$ cat config.mk
export PLATFORM = sky130hd
export DESIGN_NAME = click_game_ctrl_flat
export DESIGN_NICKNAME = d
export VERILOG_FILES = /design/src/rtl/click_game_pkg.sv /design/src/rtl/click_game_if.sv /design/src/rtl/click_edge.sv /design/src/rtl/click_game_ctrl.sv /design/src/flat_wrapper.sv
export SDC_FILE = /design/constraint.sdc
export NUM_CORES = 1
export LEC_CHECK = 0
export CAP_MARGIN = 20
export CELL_PAD_IN_SITES_DETAIL_PLACEMENT = 1
export CELL_PAD_IN_SITES_GLOBAL_PLACEMENT = 1
export CORE_AREA = 2 2 89 83
export CTS_BUF_LIST = sky130_fd_sc_hd__clkbuf_16
export DETAILED_ROUTE_END_ITERATION = 10
export DIE_AREA = 0 0 91 85
export PLACE_DENSITY_LB_ADDON = 0.08
export SLEW_MARGIN = 20
export SYNTH_ARGS = -nofsm -noshare
export SYNTH_HDL_FRONTEND = slang
export SYNTH_SLANG_ARGS = --single-unit
$ cat constraint.sdc
create_clock -name clk -period 2.7 [get_ports clk]
set_clock_uncertainty 0.15 [all_clocks]
set_input_delay 0.405 -clock clk [delete_from_list [all_inputs] [get_ports clk]]
set_output_delay 0.405 -clock clk [all_outputs]
set_load 0.02 [all_outputs]
$ cat src/rtl/click_game_pkg.sv
// Shared constants for the two-player counting game: phase encoding and
// the widths of the score and time fields on the display path.
package click_game_pkg;

  localparam int SCORE_W = 7;
  localparam int TIME_W  = 8;

  typedef enum logic [1:0] {
    PH_IDLE      = 2'd0,
    PH_COUNTDOWN = 2'd1,
    PH_PLAY      = 2'd2,
    PH_RESULT    = 2'd3
  } phase_e;

endpackage

$ cat src/rtl/click_game_if.sv
// Player inputs and display-path outputs of the game controller.
// The controller is the slave; the board/bench side is the master.
interface click_game_if;
  import click_game_pkg::*;

  logic              en;
  logic              start;
  logic              D;
  logic              E;
  logic [SCORE_W-1:0] score_d;
  logic [SCORE_W-1:0] score_e;
  logic [TIME_W-1:0]  time_left;
  logic [1:0]         phase;
  logic               tc;
  logic               td;
  logic               tie;

  modport master (
    output en, start, D, E,
    input  score_d, score_e, time_left, phase, tc, td, tie
  );

  modport slave (
    input  en, start, D, E,
    output score_d, score_e, time_left, phase, tc, td, tie
  );

endinterface

$ cat src/rtl/click_edge.sv
// Two-flop synchroniser for a raw button level followed by a registered
// rising-edge pulse, so each press yields exactly one single-cycle pulse.
module click_edge (
  input  logic clk,
  input  logic reset,
  input  logic btn,
  output logic pulse
);

  logic sync1_r;
  logic sync2_r;
  logic sync3_r;
  logic pulse_r;

  // Synchroniser chain and edge-pulse register
  always_ff @(posedge clk or negedge reset) begin
    if (!reset) begin
      sync1_r <= 1'b0;
      sync2_r <= 1'b0;
      sync3_r <= 1'b0;
      pulse_r <= 1'b0;
    end else begin
      sync1_r <= btn;
      sync2_r <= sync1_r;
      sync3_r <= sync2_r;
      pulse_r <= sync2_r & ~sync3_r;
    end
  end

  assign pulse = pulse_r;

endmodule

$ cat src/rtl/click_game_ctrl.sv
// Round sequencer: countdown, timed play with per-player click counters,
// then a latched winner. Every display output comes straight from a flop.
module click_game_ctrl
  import click_game_pkg::*;
#(
  parameter int TICK_DIV    = 10,
  parameter int COUNT_TICKS = 3,
  parameter int GAME_TICKS  = 30,
  parameter int MAX_SCORE   = 99
) (
  input  logic         clk,
  input  logic         reset,
  click_game_if.slave  bus
);

  localparam int                  DIV_W      = $clog2(TICK_DIV);
  localparam logic [DIV_W-1:0]    DIV_LAST   = DIV_W'(TICK_DIV - 1);
  localparam logic [TIME_W-1:0]   COUNT_TIME = TIME_W'(COUNT_TICKS);
  localparam logic [TIME_W-1:0]   GAME_TIME  = TIME_W'(GAME_TICKS);
  localparam logic [TIME_W-1:0]   TIME_ONE   = TIME_W'(1);
  localparam logic [SCORE_W-1:0]  SCORE_MAX  = SCORE_W'(MAX_SCORE);

  phase_e              state_r, state_s;
  logic [DIV_W-1:0]    div_r, div_s;
  logic [TIME_W-1:0]   time_r, time_s;
  logic [SCORE_W-1:0]  sd_r, sd_s, se_r, se_s;
  logic                tc_r, tc_s, td_r, td_s, tie_r, tie_s;
  logic                pulse_d_s, pulse_e_s, tick_s;

  function automatic logic [SCORE_W-1:0] sat_inc(input logic [SCORE_W-1:0] v);
    return (v >= SCORE_MAX) ? SCORE_MAX : v + 1'b1;
  endfunction

  click_edge u_edge_d (.clk(clk), .reset(reset), .btn(bus.D), .pulse(pulse_d_s));
  click_edge u_edge_e (.clk(clk), .reset(reset), .btn(bus.E), .pulse(pulse_e_s));

  assign tick_s = bus.en && (div_r == DIV_LAST) &&
                  ((state_r == PH_COUNTDOWN) || (state_r == PH_PLAY));

  // Next-state, divider, timer, score and result-flag logic
  always_comb begin
    state_s = state_r;
    div_s   = div_r;
    time_s  = time_r;
    sd_s    = sd_r;
    se_s    = se_r;
    tc_s    = tc_r;
    td_s    = td_r;
    tie_s   = tie_r;
    case (state_r)
      PH_IDLE: begin
        div_s = '0;
        if (bus.start && bus.en) begin
          state_s = PH_COUNTDOWN;
          time_s  = COUNT_TIME;
          sd_s    = '0;
          se_s    = '0;
          tc_s    = 1'b0;
          td_s    = 1'b0;
          tie_s   = 1'b0;
        end else begin
          state_s = PH_IDLE;
        end
      end
      PH_COUNTDOWN: begin
        if (tick_s) begin
          div_s = '0;
          if (time_r == TIME_ONE) begin
            state_s = PH_PLAY;
            time_s  = GAME_TIME;
          end else begin
            time_s = time_r - 1'b1;
          end
        end else if (bus.en) begin
          div_s = div_r + 1'b1;
        end else begin
          div_s = div_r;
        end
      end
      PH_PLAY: begin
        if (bus.en) begin
          sd_s = pulse_d_s ? sat_inc(sd_r) : sd_r;
          se_s = pulse_e_s ? sat_inc(se_r) : se_r;
        end else begin
          sd_s = sd_r;
          se_s = se_r;
        end
        // Flags use the post-click scores so a last-cycle click decides the game
        if (tick_s) begin
          div_s = '0;
          if (time_r == TIME_ONE) begin
            state_s = PH_RESULT;
            time_s  = '0;
            tc_s    = (sd_s > se_s);
            td_s    = (se_s > sd_s);
            tie_s   = (sd_s == se_s);
          end else begin
            time_s = time_r - 1'b1;
          end
        end else if (bus.en) begin
          div_s = div_r + 1'b1;
        end else begin
          div_s = div_r;
        end
      end
      PH_RESULT: begin
        div_s = '0;
        if (!bus.start) begin
          state_s = PH_IDLE;
        end else begin
          state_s = PH_RESULT;
        end
      end
      default: begin
        state_s = PH_IDLE;
        div_s   = '0;
      end
    endcase
  end

  // State and datapath registers
  always_ff @(posedge clk or negedge reset) begin
    if (!reset) begin
      state_r <= PH_IDLE;
      div_r   <= '0;
      time_r  <= '0;
      sd_r    <= '0;
      se_r    <= '0;
      tc_r    <= 1'b0;
      td_r    <= 1'b0;
      tie_r   <= 1'b0;
    end else begin
      state_r <= state_s;
      div_r   <= div_s;
      time_r  <= time_s;
      sd_r    <= sd_s;
      se_r    <= se_s;
      tc_r    <= tc_s;
      td_r    <= td_s;
      tie_r   <= tie_s;
    end
  end

  assign bus.score_d   = sd_r;
  assign bus.score_e   = se_r;
  assign bus.time_left = time_r;
  assign bus.phase     = state_r;
  assign bus.tc        = tc_r;
  assign bus.td        = td_r;
  assign bus.tie       = tie_r;

endmodule

$ cat src/flat_wrapper.sv
// flat-port wrapper written by rule: the top's interface ports become plain ports
module click_game_ctrl_flat import click_game_pkg::*;
#(
  parameter int TICK_DIV    = 10,
  parameter int COUNT_TICKS = 3,
  parameter int GAME_TICKS  = 30,
  parameter int MAX_SCORE   = 99
)
  (clk, reset, bus_en, bus_start, bus_D, bus_E, bus_score_d, bus_score_e, bus_time_left, bus_phase, bus_tc, bus_td, bus_tie);
  click_game_if bus_i ();
  input  logic clk;
  input  logic reset;
  input wire logic [$bits(bus_i.en)-1:0] bus_en;
  input wire logic [$bits(bus_i.start)-1:0] bus_start;
  input wire logic [$bits(bus_i.D)-1:0] bus_D;
  input wire logic [$bits(bus_i.E)-1:0] bus_E;
  output wire logic [$bits(bus_i.score_d)-1:0] bus_score_d;
  output wire logic [$bits(bus_i.score_e)-1:0] bus_score_e;
  output wire logic [$bits(bus_i.time_left)-1:0] bus_time_left;
  output wire logic [$bits(bus_i.phase)-1:0] bus_phase;
  output wire logic [$bits(bus_i.tc)-1:0] bus_tc;
  output wire logic [$bits(bus_i.td)-1:0] bus_td;
  output wire logic [$bits(bus_i.tie)-1:0] bus_tie;
  assign bus_i.en = bus_en;
  assign bus_i.start = bus_start;
  assign bus_i.D = bus_D;
  assign bus_i.E = bus_E;
  assign bus_score_d = bus_i.score_d;
  assign bus_score_e = bus_i.score_e;
  assign bus_time_left = bus_i.time_left;
  assign bus_phase = bus_i.phase;
  assign bus_tc = bus_i.tc;
  assign bus_td = bus_i.td;
  assign bus_tie = bus_i.tie;
  click_game_ctrl #(.TICK_DIV(TICK_DIV), .COUNT_TICKS(COUNT_TICKS), .GAME_TICKS(GAME_TICKS), .MAX_SCORE(MAX_SCORE)) u_core (.clk(clk), .reset(reset), .bus(bus_i));
endmodule
==> metrics.yaml, run 1 <==
slowest_stage: "dfrtp_2"
final_util_pct: 50.1
setup_viol: 0
cts_buffer_depth: 2
worstPathRequired_ps: 2770
fp.dieW_um: 91
die_h_um: 85
reg2reg_to: "u_core.bus.td$_DFFE_PN0P_"
synthesis.nets: 310
slowest_delay_ps: 430
gp_congestion: 0.806
fillerInstances: 821
io_pins: 33
synth_top_area_share_pct: 39.7
yosysWarnings: 0
overflow: 0
vias: 2446
slew-limit-headroom_pct: 39.6
cp_data_arrival_time_ps: 2680
start_util_pct: 36.1
drtIter0Drc: 80
avgViaCountPerCell: 5.40
wl_per_cell_um: 16.9
tns_ps: 0
grt_pass1_vias: 2501
ir_drop_mv: 0.571
final-hold-violation-count: 0
holdWs_ps: 98.6
synth_area_leaders: "dfrtp_1 (40%), ha_1 (8.6%), nand2_1 (5.5%)"
synth_seq_cells: 39
syn_area_sq_um: 2460
netlist_instances: 287
total_power_w: 0.00277
cp_max_fo: 9
p_leak_nw: 1.51
synth_common_cells: "dfrtp_1 (39), nand2_1 (36), nor2_1 (29)"
path_class: "flop to flop"
crit_chain: "ha_4 -> nor4_4 -> a21oi_4 -> nand2_2 -> buf_4 -> nand2_1 -> ha_1 -> a21o_1 -> a21oi_2 -> o211ai_1 -> or3_1 -> nand3_1"
synth_edf_count: 0
cts_tree: "built"
post_cts_buffers: 0
ys_types: 48
wl_mm: 7.64
cts_htree_levels: 2
core_sq_um: 6820
drc_errors: 0
cts_made_buffers: 5
area_growth_syn_to_layout_pct: 39.1
status: "complete, no violations"
final_area_sq_um: 3420
fmax_mhz: 382
die_area_sq_um: 7740
grt_start_max_net_pins: 40
endpoint_kind: "flop"
port_buffers: 32
grt_antenna_before_repair: 0
seq_area_frac_synth_pct: 39.7
synth.most_common_cell: "dfrtp_1"
grt_pass1_wl_mm: 12.8
crit-reg2reg-launch: "u_core.bus.score_e[1]$_DFFE_PN0P_"
rsz0062_at_grt: "yes"
dr.pass1.iters: 4
startpoint_type: "flop"
drive_above_1_share_pct: 22.2
async_flop_share_pct: 100
crit_family: "simple AND/OR/NAND/NOR gates"
avgSynthCellArea_sq_um: 8.57
root_buffer: "clkbuf_16"
r2r_slack_ps: 80
critPathBufInv: 1
dp_hpwl_mm: 5.73
rows: 29
antennaDiodeCount: 0
drv_slew: 0
grt_usage_pct: 20.8
nets: 382
clock-sinks: 39
hp-class: "primary input to asynchronous set/reset pin"
placedInstanceArea_sq_um: 3200
powerDensity_nw_per_um2: 810
final_antenna_net_count: 0
worstMarginPinSlew_ps: 906
timing.final.crit_share_pct: 96.9
synth_ff_type: "dfrtp_1"
clk_pin_slew_ps: 60
clk_latency_ps: 280
worstRegToRegCells: 12
yosys.area.top_type: "dfrtp_1"
maxCapViolCount: 0
period_needed_ps: 2620
## kinds of logic (layout without fill, tap and decap cells)
group / Yosys count / after routing / share of synthesized area, %
simple gates: 127 / 127 / 25.4
fa+ha+maj: 17 / 17 / 8.65
compound gates: 78 / 78 / 20.3
buf+inv: 18 / 91 / 3.05
mux: 1 / 1 / 0.458
flops: 39 / 39 / 39.7
xor+xnor: 7 / 7 / 2.49
## flip-flops by register name, summed over array words and instances, names as in the netlist
name and count:
u_core.u_edge_d.sync3_r 1, u_core.u_edge_d.sync2_r 1, u_core.bus.score_d 7, u_core.bus.tc 1, u_core.u_edge_e.sync1_r 1, u_core.bus.score_e 7, u_core.u_edge_e.sync3_r 1, u_core.u_edge_d.pulse 1
u_core.bus.time_left 8, u_core.bus.td 1, u_core.u_edge_e.pulse 1, u_core.bus.tie 1, u_core.u_edge_d.sync1_r 1, u_core.div_r 4, u_core.u_edge_e.sync2_r 1, u_core.bus.phase 2
## layer usage
metal	wire length, um	global-route usage, %	vias to the layer above	part of all wire [%]
met3	208	3.82	6	2.7
met4	79	5.37	0	1.0
met1	3950	30.5	1228	52
li1	-	-	1180	-
met5	0	0	-	0
met2	3410	31.8	32	45
## report_power, final
group	internal (W)	switching (W)	total, W
logic	0.000594	0.000806	0.00140
clock network	0.000336	0.000244	0.000581
registers	0.000675	0.000116	0.000790
## stage by stage
stage | worst slack, ps | std cells
after floorplan | 1.99 | 287
after global placement | -458 | 445
after detailed placement | -532 | 445
after CTS | 11.2 | 453
after global routing | -52.0 | 453
final | 84.6 | 453
## what timing repair did
action	4_1_cts	5_1_grt
resized for setup	6	13
pin swaps	6	11
hold buffers	0	0
setup endpoints to repair	3	3
## worst max path at each step
stage                                            from                         to  slack [ps]  cells past startpoint
CTS                 u_core.bus.score_d[0]$_DFFE_PN0P_  u_core.bus.td$_DFFE_PN0P_          10                     12
detailed placement                             bus_en  u_core.bus.td$_DFFE_PN0P_        -530                     12
global route        u_core.bus.score_e[1]$_DFFE_PN0P_  u_core.bus.td$_DFFE_PN0P_         -50                     12
finish              u_core.bus.score_e[1]$_DFFE_PN0P_  u_core.bus.td$_DFFE_PN0P_          80                     12
floorplan           u_core.bus.score_e[0]$_DFFE_PN0P_  u_core.bus.td$_DFFE_PN0P_           2                     12
global placement                               bus_en  u_core.bus.td$_DFFE_PN0P_        -460                     12
## cells in the final DEF, fill, tap and decap left out, types with 2 or more instances in the layout
| master | synthesis | final |
|---|---|---|
| clkdlybuf4s50_1 | 0 | 30 |
| ha_4 | 0 | 2 |
| o21ai_0 | 16 | 14 |
| o211ai_1 | 3 | 3 |
| nand3b_1 | 3 | 3 |
| nand2b_1 | 2 | 2 |
| a21o_1 | 3 | 3 |
| o21a_1 | 2 | 2 |
| nor2b_1 | 4 | 4 |
| o31ai_1 | 3 | 3 |
| nor4_4 | 0 | 2 |
| and3_1 | 3 | 2 |
| buf_4 | 0 | 44 |
| nor3_2 | 0 | 2 |
| nor3_1 | 7 | 5 |
| nor2_2 | 0 | 2 |
| nand2_1 | 36 | 35 |
| nor2_1 | 29 | 27 |
| or2_4 | 1 | 2 |
| or3_1 | 4 | 4 |
| xor2_1 | 6 | 6 |
| dfrtp_1 | 39 | 35 |
| nand4_1 | 4 | 4 |
| a31oi_1 | 13 | 13 |
| inv_1 | 7 | 7 |
| and2_1 | 4 | 4 |
| a21oi_1 | 20 | 17 |
| nand3_1 | 19 | 19 |
| clkbuf_16 | 0 | 5 |
| a22o_1 | 5 | 5 |
| ha_1 | 17 | 15 |
| a21boi_0 | 2 | 2 |
| a21oi_2 | 0 | 2 |
| dfrtp_2 | 0 | 4 |
| clkinv_1 | 0 | 2 |
## area by class of cell
class / instances / area (sq um) / area share (%)
multi-input cells: 230 / 1510 / 44.2
flip-flops and latches: 39 / 981 / 28.7
repair buffers: 76 / 646 / 18.9
clock buffers: 5 / 125 / 3.66
well taps: 93 / 116 / 3.40
inverters: 7 / 26.3 / 0.768
clock inverters: 3 / 15.0 / 0.439
No activity file was read; power rests on OpenSTA's default activity.
==> run 2, diff against run 1 <==
--- a/config.mk
+++ b/config.mk
@@ -8,10 +8,10 @@
 export CAP_MARGIN = 20
 export CELL_PAD_IN_SITES_DETAIL_PLACEMENT = 1
 export CELL_PAD_IN_SITES_GLOBAL_PLACEMENT = 1
-export CORE_AREA = 2 2 89 83
+export CORE_AREA = 2 2 85 79
 export CTS_BUF_LIST = sky130_fd_sc_hd__clkbuf_16
 export DETAILED_ROUTE_END_ITERATION = 10
-export DIE_AREA = 0 0 91 85
+export DIE_AREA = 0 0 87 81
 export PLACE_DENSITY_LB_ADDON = 0.08
 export SLEW_MARGIN = 20
 export SYNTH_ARGS = -nofsm -noshare
==> constraint.sdc (replaced) <==
create_clock -name clk -period 2.8 [get_ports clk]
set_clock_uncertainty 0.15 [all_clocks]
set_input_delay 0.42 -clock clk [delete_from_list [all_inputs] [get_ports clk]]
set_output_delay 0.42 -clock clk [all_outputs]
set_load 0.02 [all_outputs]
==> run 2 against run 1 <==
Compared with the run above: global-route usage rose by 1.2 points; non-clock buffer count down 5; die area is 8.9% lower; critical endpoint unchanged; wire length down 5.8%; final area is 3.1% lower; highest routed layer unchanged.
==> metrics.yaml, run 2 (same netlist as run 1, synthesis figures left out) <==
final_antenna_net_count: 0  # unchanged
status: "complete, no violations"
clock-sinks: 39  # unchanged
endpoint_kind: "flop"
fillerInstances: 752  # -8.4%
powerDensity_nw_per_um2: 780  # -3.7%
overflow: 0  # unchanged
port_buffers: 32  # unchanged
r2r_slack_ps: 110  # +20 ps
avgViaCountPerCell: 5.56  # +3.0%
reg2reg_to: "u_core.bus.td$_DFFE_PN0P_"
hp-class: "primary input to asynchronous set/reset pin"
clk_latency_ps: 280  # about the same
vias: 2392  # -2.2%
wl_per_cell_um: 16.7  # -0.72%
area_growth_syn_to_layout_pct: 34.7
final_area_sq_um: 3310  # -3.1%
final_util_pct: 52.9  # +2.7 points
core_sq_um: 6270  # -8.1%
largest_register_ffs: 8  # unchanged
cp_data_arrival_time_ps: 2760  # +80 ps
cts_buffer_depth: 2  # unchanged
maxCapViolCount: 0  # unchanged
worstPathRequired_ps: 2870  # +100 ps
cts_tree: "built"
dr.pass1.iters: 4  # unchanged
gp_congestion: 0.865  # +7.3%
startpoint_type: "flop"
p_leak_nw: 1.48  # -1.9%
drv_slew: 0  # unchanged
period_needed_ps: 2690  # +75.5 ps
grt_usage_pct: 22.0  # +1.2 points
placedInstanceArea_sq_um: 3110  # -2.7%
die_h_um: 81  # -4.7%
io_pins: 33  # unchanged
worstRegToRegCells: 11  # -1
drc_errors: 0  # unchanged
postCtsHoldBufs: 0  # unchanged
wl_mm: 7.20  # -5.8%
final_common_cell: "buf_4"
die_area_sq_um: 7050  # -8.9%
path_class: "flop to flop"
cts_made_buffers: 5  # unchanged
root_buffer: "clkbuf_16"
rows: 28  # -3.4%
fmax_mhz: 372  # -2.8%
antennaDiodeCount: 0  # unchanged
grt_pass1_vias: 2390  # -4.4%
start_util_pct: 39.2  # +3.2 points
grt_start_max_net_pins: 40  # unchanged
timing.final.crit_share_pct: 96.1  # -0.76 points
clk_pin_slew_ps: 60  # about the same
cts_htree_levels: 2  # unchanged
ir_drop_mv: 0.457  # -20%
grt_antenna_before_repair: 0  # unchanged
worstMarginPinSlew_ps: 897  # -8.82 ps
crit-reg2reg-launch: "u_core.bus.score_e[0]$_DFFE_PN0P_"
final-hold-violation-count: 0  # unchanged
grt_pass1_wl_mm: 12.1  # -5.7%
drive_above_1_share_pct: 19.7  # -2.5 points
dp_hpwl_mm: 5.26  # -8.2%
regArea_sq_um: 978  # -0.26%
setup_viol: 0  # unchanged
nets: 377  # -1.3%
drtIter0Drc: 89  # +11%
slew-limit-headroom_pct: 40.2  # +0.59 points
multiInputGateArea_sq_um: 1470  # -2.9%
cp_max_fo: 5  # -4
final_cell_mix: "buf_4 (39), dfrtp_1 (37), nand2_1 (35), clkdlybuf4s50_1 (30), nor2_1 (28)"
fp.dieW_um: 87  # -4.4%
## run 2: changes by cell type in the layout (fill, tap and decap cells not counted), sizes merged
cell and change:
buf -5
## run 2: cell type report
| class | instances | area share (%) |
|---|---|---|
| clock inverters | 3 | 0.453 |
| clock buffers | 5 | 3.78 |
| inverters | 7 | 0.793 |
| well taps | 75 | 2.83 |
| flip-flops and latches | 39 | 29.5 |
| repair buffers | 71 | 18.3 |
| multi-input cells | 230 | 44.3 |
## run 2: worst max-delay path, cell delays in order (launching register included)
cell	delay, ps
dfrtp_2	360
buf_4	130
nand2_1	130
or3_1	440
buf_4	170
a21oi_2	130
ha_1	260
a21o_1	200
a21oi_2	150
o211ai_1	110
or3_1	310
nand3_1	90
## run 2: worst max path at each step
stage | to | start | slack [ps]
after CTS | u_core.bus.td$_DFFE_PN0P_ | u_core.bus.score_d[0]$_DFFE_PN0P_ | 8
final | u_core.bus.td$_DFFE_PN0P_ | u_core.bus.score_e[0]$_DFFE_PN0P_ | 110
after detailed placement | u_core.bus.td$_DFFE_PN0P_ | bus_en | -520
after global placement | u_core.bus.td$_DFFE_PN0P_ | bus_en | -420
after floorplan | u_core.bus.td$_DFFE_PN0P_ | u_core.bus.score_d[0]$_DFFE_PN0P_ | 10
after global routing | u_core.bus.td$_DFFE_PN0P_ | u_core.bus.score_e[0]$_DFFE_PN0P_ | -20
## run 2: timing repair
action	in CTS	in global routing
endpoints found under the setup margin	3	3
pin swaps	0	3
setup buffers	0	1
gates resized for setup	5	12
gates cloned	0	0
## run 2: metal layers
metal	track usage (%)	wire length, um	vias up
li1	-	-	1174
met1	33.6	3770	1164
met2	32.7	3170	46
met3	3.05	194	8
met4	5.31	72	0
met5	0	0	-
## run 2: through the flow
stage | TNS [ps] | total power (W) | setup slack (ps) | hold slack (ps) | cells
after floorplan | 0 | 0.00154 | 14.2 | -25.6 | 287
after global placement | -1090 | 0.00199 | -423 | 189 | 421
after detailed placement | -1390 | 0.00202 | -516 | 187 | 421
after CTS | 0 | 0.00259 | 8.47 | 153 | 429
after global routing | -16.5 | 0.00277 | -16.5 | 215 | 430
final | 0 | 0.00259 | 109 | 114 | 430
## run 2: report_power, final
group | internal [W] | switching, W
registers | 0.000649 | 0.000103
logic | 0.000533 | 0.000744
clock network | 0.000324 | 0.000233
total | 0.00151 | 0.00108
==> run 3, diff against run 2 <==
--- a/config.mk
+++ b/config.mk
@@ -9,7 +9,7 @@
 export CELL_PAD_IN_SITES_DETAIL_PLACEMENT = 1
 export CELL_PAD_IN_SITES_GLOBAL_PLACEMENT = 1
 export CORE_AREA = 2 2 85 79
-export CTS_BUF_LIST = sky130_fd_sc_hd__clkbuf_16
+export CTS_BUF_LIST = sky130_fd_sc_hd__clkbuf_8 sky130_fd_sc_hd__clkbuf_16
 export DETAILED_ROUTE_END_ITERATION = 10
 export DIE_AREA = 0 0 87 81
 export PLACE_DENSITY_LB_ADDON = 0.08
==> run 3 against run 2 <==
Compared with the run above: wire length shrank 2.6%; global-route usage shrank 0.35 points; critical path depth is the same; largest power group unchanged.
==> metrics.yaml, run 3 (same netlist as run 1, synthesis figures left out) <==
grt_start_max_net_pins: 40  # unchanged
postCtsHoldBufs: 0  # unchanged
grt_pass1_vias: 2359  # -1.3%
fmax_mhz: 378  # +1.7%
clk_latency_ps: 300  # +20 ps
root_buffer: "clkbuf_8"
r2r_slack_ps: 150  # +40 ps
core_sq_um: 6270  # unchanged
cp_data_arrival_time_ps: 2730  # -30 ps
grt_usage_pct: 21.7  # -0.35 points
cp_max_fo: 5  # unchanged
wl_per_cell_um: 16.3  # -2.6%
slew-limit-headroom_pct: 40.2  # about the same
rsz0062_at_grt: "no"
path_class: "flop to flop"
cts_made_buffers: 5  # unchanged
cts_tree: "built"
worstPathRequired_ps: 2890  # +20 ps
timing.final.crit_share_pct: 94.5  # -1.6 points
die_h_um: 81  # unchanged
crit-reg2reg-launch: "u_core.bus.score_e[0]$_DFFE_PN0P_"
clk_pin_slew_ps: 80  # +20 ps
p_leak_nw: 1.47  # -0.99%
setup_viol: 0  # unchanged
vias: 2366  # -1.1%
fp.dieW_um: 87  # unchanged
period_needed_ps: 2650  # -44.9 ps
gp_congestion: 0.865  # unchanged
dr.pass1.iters: 4  # unchanged
startpoint_type: "flop"
hp-class: "primary input to asynchronous set/reset pin"
endpoint_kind: "flop"
cts_buffer_depth: 2  # unchanged
reg2reg_to: "u_core.bus.td$_DFFE_PN0P_"
final_common_cell: "buf_4"
status: "complete, no violations"
ir_drop_mv: 0.553  # +21%
dp_hpwl_mm: 5.26  # unchanged
cts_htree_levels: 2  # unchanged
overflow: 0  # unchanged
start_util_pct: 39.2  # unchanged
drive_above_1_share_pct: 20.0  # +0.28 points
drtIter0Drc: 66  # -26%
grt_antenna_before_repair: 0  # unchanged
drc_errors: 0  # unchanged
final-hold-violation-count: 0  # unchanged
largest_register_ffs: 8  # unchanged
avgViaCountPerCell: 5.50  # -1.1%
powerDensity_nw_per_um2: 749  # -4.1%
area_growth_syn_to_layout_pct: 33.2
worstMarginPinSlew_ps: 897  # -0.284 ps
rows: 28  # unchanged
port_buffers: 32  # unchanged
final_cell_mix: "buf_4 (39), dfrtp_1 (37), nand2_1 (35), clkdlybuf4s50_1 (30), nor2_1 (29)"
worstRegToRegCells: 11  # unchanged
grt_pass1_wl_mm: 11.9  # -1.7%
total_power_w: 0.00245  # -5.2%
clock-sinks: 39  # unchanged
maxCapViolCount: 0  # unchanged
drv_slew: 0  # unchanged
tns_ps: 0  # unchanged
io_pins: 33  # unchanged
die_area_sq_um: 7050  # unchanged
final_antenna_net_count: 0  # unchanged
antennaDiodeCount: 0  # unchanged
nets: 377  # unchanged
wl_mm: 7.02  # -2.6%
## run 3: changes by cell type in the layout (fill, tap and decap cells not counted), sizes merged
cell | before | now
clkbuf | 5 | 7
clkinv | 2 | 0
## run 3: worst max-delay path by stage
| stage | slack, ps | start | cells past startpoint | end |
|---|---|---|---|---|
| after floorplan | 10 | u_core.bus.score_d[0]$_DFFE_PN0P_ | 12 | u_core.bus.td$_DFFE_PN0P_ |
| after global placement | -420 | bus_en | 12 | u_core.bus.td$_DFFE_PN0P_ |
| after detailed placement | -520 | bus_en | 12 | u_core.bus.td$_DFFE_PN0P_ |
| after CTS | 4 | u_core.bus.score_e[0]$_DFFE_PN0P_ | 12 | u_core.bus.td$_DFFE_PN0P_ |
| after global routing | 0.9 | u_core.bus.score_e[0]$_DFFE_PN0P_ | 11 | u_core.bus.td$_DFFE_PN0P_ |
| final | 150 | u_core.bus.score_e[0]$_DFFE_PN0P_ | 11 | u_core.bus.td$_DFFE_PN0P_ |
## run 3: repair_timing
item / in CTS / in global routing
setup buffers: 0 / 1
pin swaps: 0 / 3
resized for setup: 4 / 12
setup endpoints to repair: 3 / 3
## run 3: power breakdown
group	internal (W)	switching, W
registers	0.000648	0.000103
clock network	0.000224	0.000212
logic	0.000530	0.000736
total	0.00140	0.00105
## run 3: critical path, stage by stage (launching register included)
cell,delay [ps]
dfrtp_2,370
buf_4,130
nand2_1,120
or3_4,420
buf_4,150
a21oi_2,130
ha_1,260
a21o_1,190
a21oi_1,150
o211ai_1,110
or3_1,310
nand3_1,90
## run 3: layer usage
metal  track usage [%]  part of all wire (%)  wire [um]
met1              33.7                    54       3770
met2              31.1                    43       3020
met3              2.74                   2.0        142
met4              6.09                   1.1         76
met5                 0                     0          0
## run 3: cell type report
cell class / instances / area, sq um
Fill cell: 752 / 2990
Multi-Input combinational cell: 230 / 1470
Sequential cell: 39 / 978
Timing Repair Buffer: 71 / 608
Clock buffer: 7 / 96.3
Tap cell: 75 / 93.8
Inverter: 7 / 26.3
Clock inverter: 1 / 7.51
## run 3: stage by stage
stage	instance area, sq um	worst slack, ps	util, %	std cells	hold slack (ps)
floorplan	2460	14.2	-	287	-25.6
global placement	3110	-423	49.6	421	189
detailed placement	3110	-516	49.6	421	187
CTS	3220	4.32	51.4	429	126
global route	3280	0.863	52.3	430	183
finish	3280	154	52.3	430	93.5
